$ cat config.mk
export PLATFORM = sky130hd
export DESIGN_NAME = ac_goto_lookup
export DESIGN_NICKNAME = d
export VERILOG_FILES = /design/src/rtl/ac_goto_lookup.sv
export SDC_FILE = /design/constraint.sdc
export NUM_CORES = 1
export LEC_CHECK = 0
export ABC_CLOCK_PERIOD_IN_PS = 3000
export BUFFER_PORTS_ARGS = -buffer_cell sky130_fd_sc_hd__buf_2
export CAP_MARGIN = 10
export CORE_UTILIZATION = 46
export CTS_CLUSTER_DIAMETER = 30
export CTS_CLUSTER_SIZE = 14
export DETAILED_ROUTE_END_ITERATION = 6
export MAX_ROUTING_LAYER = met4
export PLACE_DENSITY = 0.7
export SLEW_MARGIN = 20
export SYNTH_ARGS = -nofsm -noshare
export SYNTH_HDL_FRONTEND = slang
export SYNTH_SLANG_ARGS = --single-unit
export TNS_END_PERCENT = 10
$ cat constraint.sdc
create_clock -name CLK -period 3 [get_ports CLK]
set_input_delay 0 -clock CLK [delete_from_list [all_inputs] [get_ports CLK]]
set_output_delay 0 -clock CLK [all_outputs]
set_load 0.005 [all_outputs]
$ cat src/rtl/ac_goto_lookup.sv
// Linear goto-table search: hit at row k responds k+3 cycles after accept, full miss ENTRIES+2; response held until RSP_READY.
// AC_GOTO_SORTED_EN: table sorted by state, so the scan ends as a miss at the first row with a larger state.
module ac_goto_lookup #(
  parameter int ENTRIES = 32,
  parameter int ADDR_W  = 12
) (
  input  logic              CLK,
  input  logic              RST,
  input  logic              REQ_VALID,
  output logic              REQ_READY,
  input  logic [7:0]        REQ_STATE,
  input  logic [3:0]        REQ_CHARA,
  output logic [ADDR_W-1:0] ADDR_G,
  input  logic [7:0]        RD_STATE,
  input  logic [3:0]        RD_CHARA,
  input  logic [7:0]        RD_NEXT,
  output logic              RSP_VALID,
  input  logic              RSP_READY,
  output logic [7:0]        RSP_NEXT,
  output logic              RSP_HIT,
  output logic              RSP_FAIL
);

  typedef enum logic [1:0] {IDLE = 2'd0, SCAN = 2'd1, DONE = 2'd2} state_t;

  localparam logic [ADDR_W-1:0] LAST_ADDR = ADDR_W'(ENTRIES - 1);

  state_t            state, state_nxt;
  logic [7:0]        q_state;
  logic [3:0]        q_chara;
  logic [ADDR_W-1:0] addr_cnt;
  logic              issue_done;
  logic              rd_vld;
  logic              rd_last;
  logic              match;
  logic              past_key;
  logic              end_miss;
  logic [7:0]        rsp_next_q;
  logic              rsp_hit_q;
  logic              rsp_fail_q;

  // rd_vld/rd_last describe the row whose data is on RD_* this cycle
  always_comb begin
    match = (state == SCAN) && rd_vld && (RD_STATE == q_state) && (RD_CHARA == q_chara);
`ifdef AC_GOTO_SORTED_EN
    past_key = (state == SCAN) && rd_vld && (RD_STATE > q_state);
`else
    past_key = 1'b0;
`endif
    end_miss = (state == SCAN) && rd_vld && !match && (rd_last || past_key);
  end

  always_comb begin
    state_nxt = state;
    case (state)
      IDLE:    if (REQ_VALID) state_nxt = SCAN;
      SCAN:    if (match || end_miss) state_nxt = DONE;
      DONE:    if (RSP_READY) state_nxt = IDLE;
      default: state_nxt = IDLE;
    endcase
  end

  always_ff @(posedge CLK) begin
    if (RST) begin
      state      <= IDLE;
      q_state    <= '0;
      q_chara    <= '0;
      addr_cnt   <= '0;
      issue_done <= 1'b0;
      rd_vld     <= 1'b0;
      rd_last    <= 1'b0;
      rsp_next_q <= '0;
      rsp_hit_q  <= 1'b0;
      rsp_fail_q <= 1'b0;
    end else begin
      state   <= state_nxt;
      rd_vld  <= (state == SCAN) && !issue_done && !match && !end_miss;
      rd_last <= (addr_cnt == LAST_ADDR);
      if (state == IDLE && REQ_VALID) begin
        q_state    <= REQ_STATE;
        q_chara    <= REQ_CHARA;
        addr_cnt   <= '0;
        issue_done <= 1'b0;
      end
      // counter parks on the last row; issue_done stops further qualified reads
      if (state == SCAN) begin
        if (addr_cnt != LAST_ADDR) addr_cnt <= addr_cnt + 1'b1;
        else issue_done <= 1'b1;
      end
      if (match) begin
        rsp_next_q <= RD_NEXT;
        rsp_hit_q  <= 1'b1;
        rsp_fail_q <= 1'b0;
      end else if (end_miss) begin
        rsp_next_q <= '0;
        rsp_hit_q  <= 1'b0;
        rsp_fail_q <= (q_state != 8'd0);
      end
    end
  end

  assign REQ_READY = (state == IDLE);
  assign RSP_VALID = (state == DONE);
  assign ADDR_G    = addr_cnt;
  assign RSP_NEXT  = rsp_next_q;
  assign RSP_HIT   = rsp_hit_q;
  assign RSP_FAIL  = rsp_fail_q;

endmodule

==> metrics.md, run 1 <==
| Metric | Value |
|---|---|
| Top-level I/O count | `60` |
| Die H | `65.28 um` |
| Slew margin rel. | `0.4706` |
| EDFF count, synth | `0` |
| Slowest stage delay, CP | `0.45 ns` |
| Setup total negative slack | `0 ns` |
| Top_reg_cell synth | `dfxtp_1` |
| Post-CTS Setup Bufs | `0` |
| Via count of the first global-routing pass | `1698` |
| Drt wl/cell | `12.99 um` |
| Seq/Total Area, Yosys | `0.4239` |
| Cell taking the most area after synthesis | `dfxtp_1` |
| Drt initial violations | `69` |
| Drt via density | `5.259` |
| Final hold vios | `0` |
| Clk sinks | `39` |
| Register area | `780.7 sq um` |
| CP Class | `reg -> reg` |
| CTS Root Cell | `clkbuf_8` |
| Worst-margin pin slew | `0.7941 ns` |
| Final period util | `0.6466` |
| Switching pwr | `0.2655 mW` |
| CTS tree | `done` |
| Crit-path cells | `ha_1, nand4_1, o31a_4, nand4_1, mux2_2` |
| ANT cells | `0` |
| # port buffers | `59` |
| HP Class | `in -> reg` |
| Final net count | `324` |
| Post-Route WL | `4.365 mm` |
| Die Area | `0.004261 sq mm` |
| Syn-to-layout area delta | `34.85%` |
| Worst setup margin | `1.060 ns` |
| Crit path arrival time | `2.13 ns` |
| Clk slew on worst S/H paths | `0.08 ns` |
| Routed Antenna Nets | `0` |
| Die width | `65.28 um` |
| Main area contributors after synthesis | `dfxtp_1 (42%), xnor2_1 (6.7%), nand2_1 (6.5%)` |
| First-pass DRT Iterations | `4` |
| Hpwl dp | `2.849 mm` |
| Routability Congestion | `0.8395` |
| Final slew viol count | `0` |
| Global-route wire length before repair | `7.162 mm` |
| Status | `finished, final reports clean` |
| Starting Density | `0.4920` |
| Core Area | `0.003744 sq mm` |
| Clk network pwr share | `0.399` |
| Net Sw Frac | `0.2330` |
| Worst EP required | `3.19 ns` |
| Gate Count Post-Synth | `211` |
| Maximum buffer depth of the clock tree | `2` |
| Post-synth top cells | `dfxtp_1 (39), nand2_1 (32), a21oi_1 (19)` |
| Count leader, synth | `dfxtp_1` |
| Seq cells post-synth | `39` |
| Pint | `0.8740 mW` |
| Yosys top cell area share | `0.4239` |
| Final Skew | `0.007531 ns` |
| Largest net degree at the start of global routing | `51` |
| Cell Rows | `22` |
| Synth Warn # | `0` |
| Crit-path leading delay family | `compound AO/OA/AOI/OAI gates` |
| CP Capture Type | `flop` |
| VDD IR max | `0.0003540 V` |
| Avg Cell Area, Syn | `8.729 sq um` |
| Ys async rst share | `0` |
| Area of the multi-input gates | `0.001022 sq mm` |
| RSZ-0062 raised after global routing | `no` |
| Worst hold margin | `0.001823 ns` |
| Max Fclk | `515.6 MHz` |
| Synthesized cell area | `0.001842 sq mm` |
| Crit-path most repeated cell | `nand4_1` |
| H-Tree Depth | `2` |
| # Max-Cap Violations | `0` |
| Sequential power share | `0.481` |
| Critical-path maximum fanout | `7` |
| Filler cells | `330` |
| Slowest CP cell | `o31a_4` |
| Pwr dens | `458.8 mW/mm^2` |
| Drt drc | `0` |
| CP bufs+invs | `0` |
| Initial antenna violation count | `0` |
| Minimum clock period | `1.940 ns` |
| Total track usage | `0.2211` |
| Synth cell types | `41` |
| Comb pwr share | `0.120` |
| Layout cells sized above 1 | `0.2778` |
| Leakage power | `0.9928 nW` |
| Worst-Skew Late Latency | `0.29 ns` |
| Pre-CTS setup slack | `1.094 ns` |
| Worst setup SP type | `flop` |
| Syn_nets | `248` |
| Cts bufs inserted | `5` |
| Setup-failing EPs final | `0` |
| Via count | `1767` |
| Grt ovf | `0` |
-- flip-flops by register name, summed over array words and instances, names as in the netlist --
register	cells
state	2
rd_last	1
issue_done	1
RSP_HIT	1
RSP_FAIL	1
ADDR_G	12
rd_vld	1
q_chara	4
q_state	8
RSP_NEXT	8
-- area by class of cell --
cell class                      count  area share
Timing Repair Buffer               80      0.2025
Multi-Input combinational cell    161      0.4116
Sequential cell                    39      0.3144
Clock buffer                        6     0.03325
Clock inverter                      2     0.01411
Tap cell                           48     0.02418
-- cell usage in the layout (no fill, tap or decap), types with 3 or more instances in the layout --
cell | synthesis | final
a21oi_1 | 19 | 19
buf_2 | 0 | 59
clkbuf_8 | 0 | 6
dfxtp_1 | 39 | 39
dlygate4sd3_1 | 0 | 20
mux2_2 | 3 | 3
mux2i_1 | 8 | 8
nand2_1 | 32 | 32
nand2b_1 | 9 | 9
nand3_1 | 8 | 8
nand3b_1 | 10 | 10
nand4_1 | 4 | 4
nand4b_1 | 4 | 4
nor2_1 | 10 | 10
nor3_1 | 7 | 7
nor4_1 | 4 | 3
or3_1 | 3 | 3
xnor2_1 | 14 | 14
-- tightest hold or removal path: stages --
cell	delay, ns
buf_2	0.07
nand2b_1	0.10
a31oi_1	0.07
-- final timing paths --
check | to | slack (ns) | from | cells past startpoint
hold reg to reg | RSP_HIT$_SDFFE_PP0P_ | 0.46 | RSP_HIT$_SDFFE_PP0P_ | 2
setup reg to reg | ADDR_G[3]$_SDFF_PP0_ | 1.06 | ADDR_G[0]$_SDFF_PP0_ | 5
hold / removal | state[1]$_SDFFE_PP0P_ | 0.002 | RSP_READY | 3
setup / recovery | ADDR_G[3]$_SDFF_PP0_ | 1.06 | ADDR_G[0]$_SDFF_PP0_ | 5
-- per-stage QoR --
step	cell area (sq um)	utilization	instances	power (mW)
5_1_grt	2484	0.6634	336	1.192
6_report	2484	0.6634	336	1.139
3_3_place_gp	2166	0.5785	308	0.6738
4_1_cts	2484	0.6634	336	1.146
2_1_floorplan	1842	-	211	0.6323
3_5_place_dp	2166	0.5785	308	0.6760
-- power groups by stage --
stage                     clock, mW  combinational, mW  sequential (mW)
after detailed placement          0              0.116            0.560
final                         0.455              0.137            0.548
after global routing          0.491              0.150            0.550
after global placement            0              0.115            0.559
after floorplan                   0             0.0761            0.556
after CTS                     0.462              0.137            0.548
-- timing repair --
action,4_1_cts,5_1_grt
gates resized for setup,0,0
hold endpoints to repair,20,0
hold buffers,20,0
-- layer usage --
metal	share of wire	vias up	global-route usage
met1	0.44	823	0.2484
li1	-	898	-
met3	0.049	5	0.06424
met2	0.50	41	0.3724
met4	0.0085	0	0.07880
met5	0	-	-
-- cells by family (layout without fill, tap and decap cells) --
group,after synthesis,in the layout,synth area share
flops,39,39,0.4239
mux,11,11,0.06182
fa+ha+maj,1,1,0.006792
simple gates,103,103,0.3057
xor+xnor,15,15,0.07133
buf+inv,11,88,0.02445
compound gates,31,31,0.1060
Power figures use the tool's default switching activity.
==> run 2: changes to the inputs <==
--- a/config.mk
+++ b/config.mk
@@ -5,7 +5,8 @@
 export SDC_FILE = /design/constraint.sdc
 export NUM_CORES = 1
 export LEC_CHECK = 0
-export ABC_CLOCK_PERIOD_IN_PS = 3000
+export ABC_AREA = 1
+export ABC_CLOCK_PERIOD_IN_PS = 2000
 export BUFFER_PORTS_ARGS = -buffer_cell sky130_fd_sc_hd__buf_2
 export CAP_MARGIN = 10
 export CORE_UTILIZATION = 46
@@ -13,7 +14,7 @@
 export CTS_CLUSTER_SIZE = 14
 export DETAILED_ROUTE_END_ITERATION = 6
 export MAX_ROUTING_LAYER = met4
-export PLACE_DENSITY = 0.7
+export PLACE_DENSITY = 0.69
 export SLEW_MARGIN = 20
 export SYNTH_ARGS = -nofsm -noshare
 export SYNTH_HDL_FRONTEND = slang
==> constraint.sdc (replaced) <==
create_clock -name CLK -period 2 [get_ports CLK]
set_input_delay 0 -clock CLK [delete_from_list [all_inputs] [get_ports CLK]]
set_output_delay 0 -clock CLK [all_outputs]
set_load 0.005 [all_outputs]
==> run 2 against run 1 <==
Net effect: non-clock buffer count fell by 5; critical path depth rose by 3; first-iteration DRC count rose by 70%; die area rose by 7.4%; design area rose by 2.5%; largest power group unchanged; global-route usage rose by 2.4 points; wire length rose by 15%; flip-flop and latch count did not move; combinational power rose by 68%; hold slack got worse by 0.0023 ns; setup slack got worse by 0.70 ns; the run now ends with negative hold slack left.
==> metrics.md, run 2 <==
| Metric | Value |
|---|---|
| Status | `complete, but fails checks` |
| Violated checks | `negative hold slack` |
| Die H | `67.66 um` |
| Die Area | `0.004578 sq mm` |
| Leakage power | `1.202 nW` |
| Drt via density | `4.998` |
| Core Area | `0.004058 sq mm` |
| CTS Root Cell | `clkbuf_8` |
| CP Capture Type | `flop` |
| Ys async rst share | `0` |
| Critical-path maximum fanout | `11` |
| ANT cells | `0` |
| Yosys top cell area share | `0.3937` |
| Synth cell types | `27` |
| Worst-margin pin slew | `0.6371 ns` |
| Worst EP required | `2.18 ns` |
| Initial antenna violation count | `0` |
| Max Fclk | `611.1 MHz` |
| H-Tree Depth | `2` |
| Drt initial violations | `117` |
| RSZ-0062 raised after global routing | `no` |
| Routability Congestion | `0.8866` |
| Top_reg_cell synth | `dfxtp_1` |
| Starting Density | `0.4887` |
| Post-CTS Setup Bufs | `0` |
| Avg Cell Area, Syn | `6.792 sq um` |
| Seq cells post-synth | `39` |
| Final Core Density | `0.6275` |
| # Max-Cap Violations | `0` |
| Placed cell area | `0.002306 sq mm` |
| Minimum clock period | `1.636 ns` |
| Global-route wire length before repair | `8.231 mm` |
| First-pass DRT Iterations | `4` |
| Die width | `67.66 um` |
| Fin area | `0.002546 sq mm` |
| CP Capture Point | `ADDR_G[10]$_SDFF_PP0_` |
| Worst-Skew Late Latency | `0.29 ns` |
| EDFF count, synth | `0` |
| Setup-failing EPs final | `0` |
| Final hold vios | `1` |
| Pre-CTS setup slack | `0.3969 ns` |
| Via count of the first global-routing pass | `1890` |
| Post-synth top cells | `nand2_1 (57), dfxtp_1 (39), inv_1 (37)` |
| Hpwl dp | `3.540 mm` |
| Final Skew | `0.009588 ns` |
| Cell taking the most area after synthesis | `dfxtp_1` |
| Commonest non-fill, non-tap cells in the layout | `buf_2 (59), nand2_1 (57), dfxtp_1 (39)` |
| Setup total negative slack | `0 ns` |
| Largest net degree at the start of global routing | `23` |
| Post-Route WL | `5.038 mm` |
| Synth Warn # | `0` |
| Worst setup SP type | `flop` |
| Cell Rows | `23` |
| Top-level I/O count | `60` |
| Final slew viol count | `0` |
| Pwr dens | `645.3 mW/mm^2` |
| R2R cell count | `8` |
| Slew margin rel. | `0.5748` |
| HP Class | `in -> reg` |
| Worst setup margin | `0.3636 ns` |
| Max reg flops | `12` |
| CTS tree | `done` |
| Gate Count Post-Synth | `292` |
| Main area contributors after synthesis | `dfxtp_1 (39%), nand2_1 (11%), nand3_1 (7.8%)` |
| Total track usage | `0.2447` |
| Seq/Total Area, Yosys | `0.3937` |
| Layout cells sized above 1 | `0.2164` |
| Crit path arrival time | `1.82 ns` |
| CP Class | `reg -> reg` |
| Grt ovf | `0` |
| VDD IR max | `0.0003864 V` |
| Post-CTS Hold Buffers | `14` |
| Synthesized cell area | `0.001983 sq mm` |
| Count leader, synth | `nand2_1` |
| Cts bufs inserted | `5` |
| Routed Antenna Nets | `0` |
| Clk sinks | `39` |
| Syn_nets | `329` |
| Worst hold margin | `-0.0004557 ns` |
| Maximum buffer depth of the clock tree | `2` |
| # port buffers | `59` |
| Clk slew on worst S/H paths | `0.08 ns` |
| Syn-to-layout area delta | `28.39%` |
| Commonest non-fill, non-tap cell in the layout | `buf_2` |
| Worst r2r src | `ADDR_G[0]$_SDFF_PP0_` |
| Drt drc | `0` |
| Final net count | `401` |
| Reg2Reg Setup Slack | `0.36 ns` |
| Reg2reg end | `ADDR_G[10]$_SDFF_PP0_` |
| CP startpoint | `ADDR_G[0]$_SDFF_PP0_` |
| Final period util | `0.8182` |
| CTS resizes | `0` |
| Drt wl/cell | `12.14 um` |
| Via count | `2074` |
==> run 2: worst max-delay path, stage by stage, from the launching register on <==
cell and delay (ns):
dfxtp_1 0.43, ha_1 0.24, nand3_1 0.11, inv_1 0.09
nand2_1 0.12, nand2_1 0.27, o21ai_0 0.15, nand2_1 0.08
nor2_1 0.04
==> run 2: how the worst min path moves through the flow <==
stage	slack [ns]	endpoint	from	depth (start not counted)
6_report	-0.0005	q_state[7]$_SDFFE_PP0P_	REQ_STATE[7]	3
5_1_grt	0.01	q_state[7]$_SDFFE_PP0P_	REQ_STATE[7]	3
4_1_cts	0.0007	q_state[7]$_SDFFE_PP0P_	REQ_STATE[7]	3
3_5_place_dp	0.26	q_chara[3]$_SDFFE_PP0P_	REQ_CHARA[3]	3
3_3_place_gp	0.26	q_chara[3]$_SDFFE_PP0P_	REQ_CHARA[3]	3
2_1_floorplan	0.16	RSP_NEXT[0]$_SDFFE_PP0P_	RD_NEXT[0]	2
==> run 2: metrics by stage <==
stage / total power [mW] / hold WS, ns / cells
floorplan: 0.9760 / 0.1645 / 292
global placement: 1.048 / 0.2589 / 393
detailed placement: 1.051 / 0.2634 / 393
CTS: 1.655 / 0.0007168 / 415
global route: 1.726 / 0.01084 / 415
finish: 1.643 / -0.0004557 / 415
==> run 2: metal layers <==
layer	GRT usage	wire [um]
met1	0.2984	2499
met2	0.4059	2255
met3	0.05574	247
met4	0.05585	36
met5	-	0
==> run 2: cell families after synthesis <==
logic type               after synthesis  share of synthesized area
AO/OA/AOI/OAI                         57                     0.1489
XOR/XNOR                               6                    0.02650
adder cells (fa/ha/maj)                1                   0.006308
buffers and inverters                 50                     0.1009
flip-flops                            39                     0.3937
AND/OR/NAND/NOR                      139                     0.3237
==> run 2: area by class of cell <==
type | count | area [sq um]
multi-input combinational | 203 | 1002
sequential | 39 | 780.7
clock buffer | 8 | 100.1
inverter | 40 | 150.1
fill | 421 | 1511
tap | 50 | 62.56
timing repair buffer | 75 | 450.4
==> run 2: power by group <==
part | internal (mW) | total, mW | switching (mW)
clock | 0.315 | 0.586 | 0.271
combinational | 0.0987 | 0.230 | 0.132
sequential | 0.803 | 0.827 | 0.0240
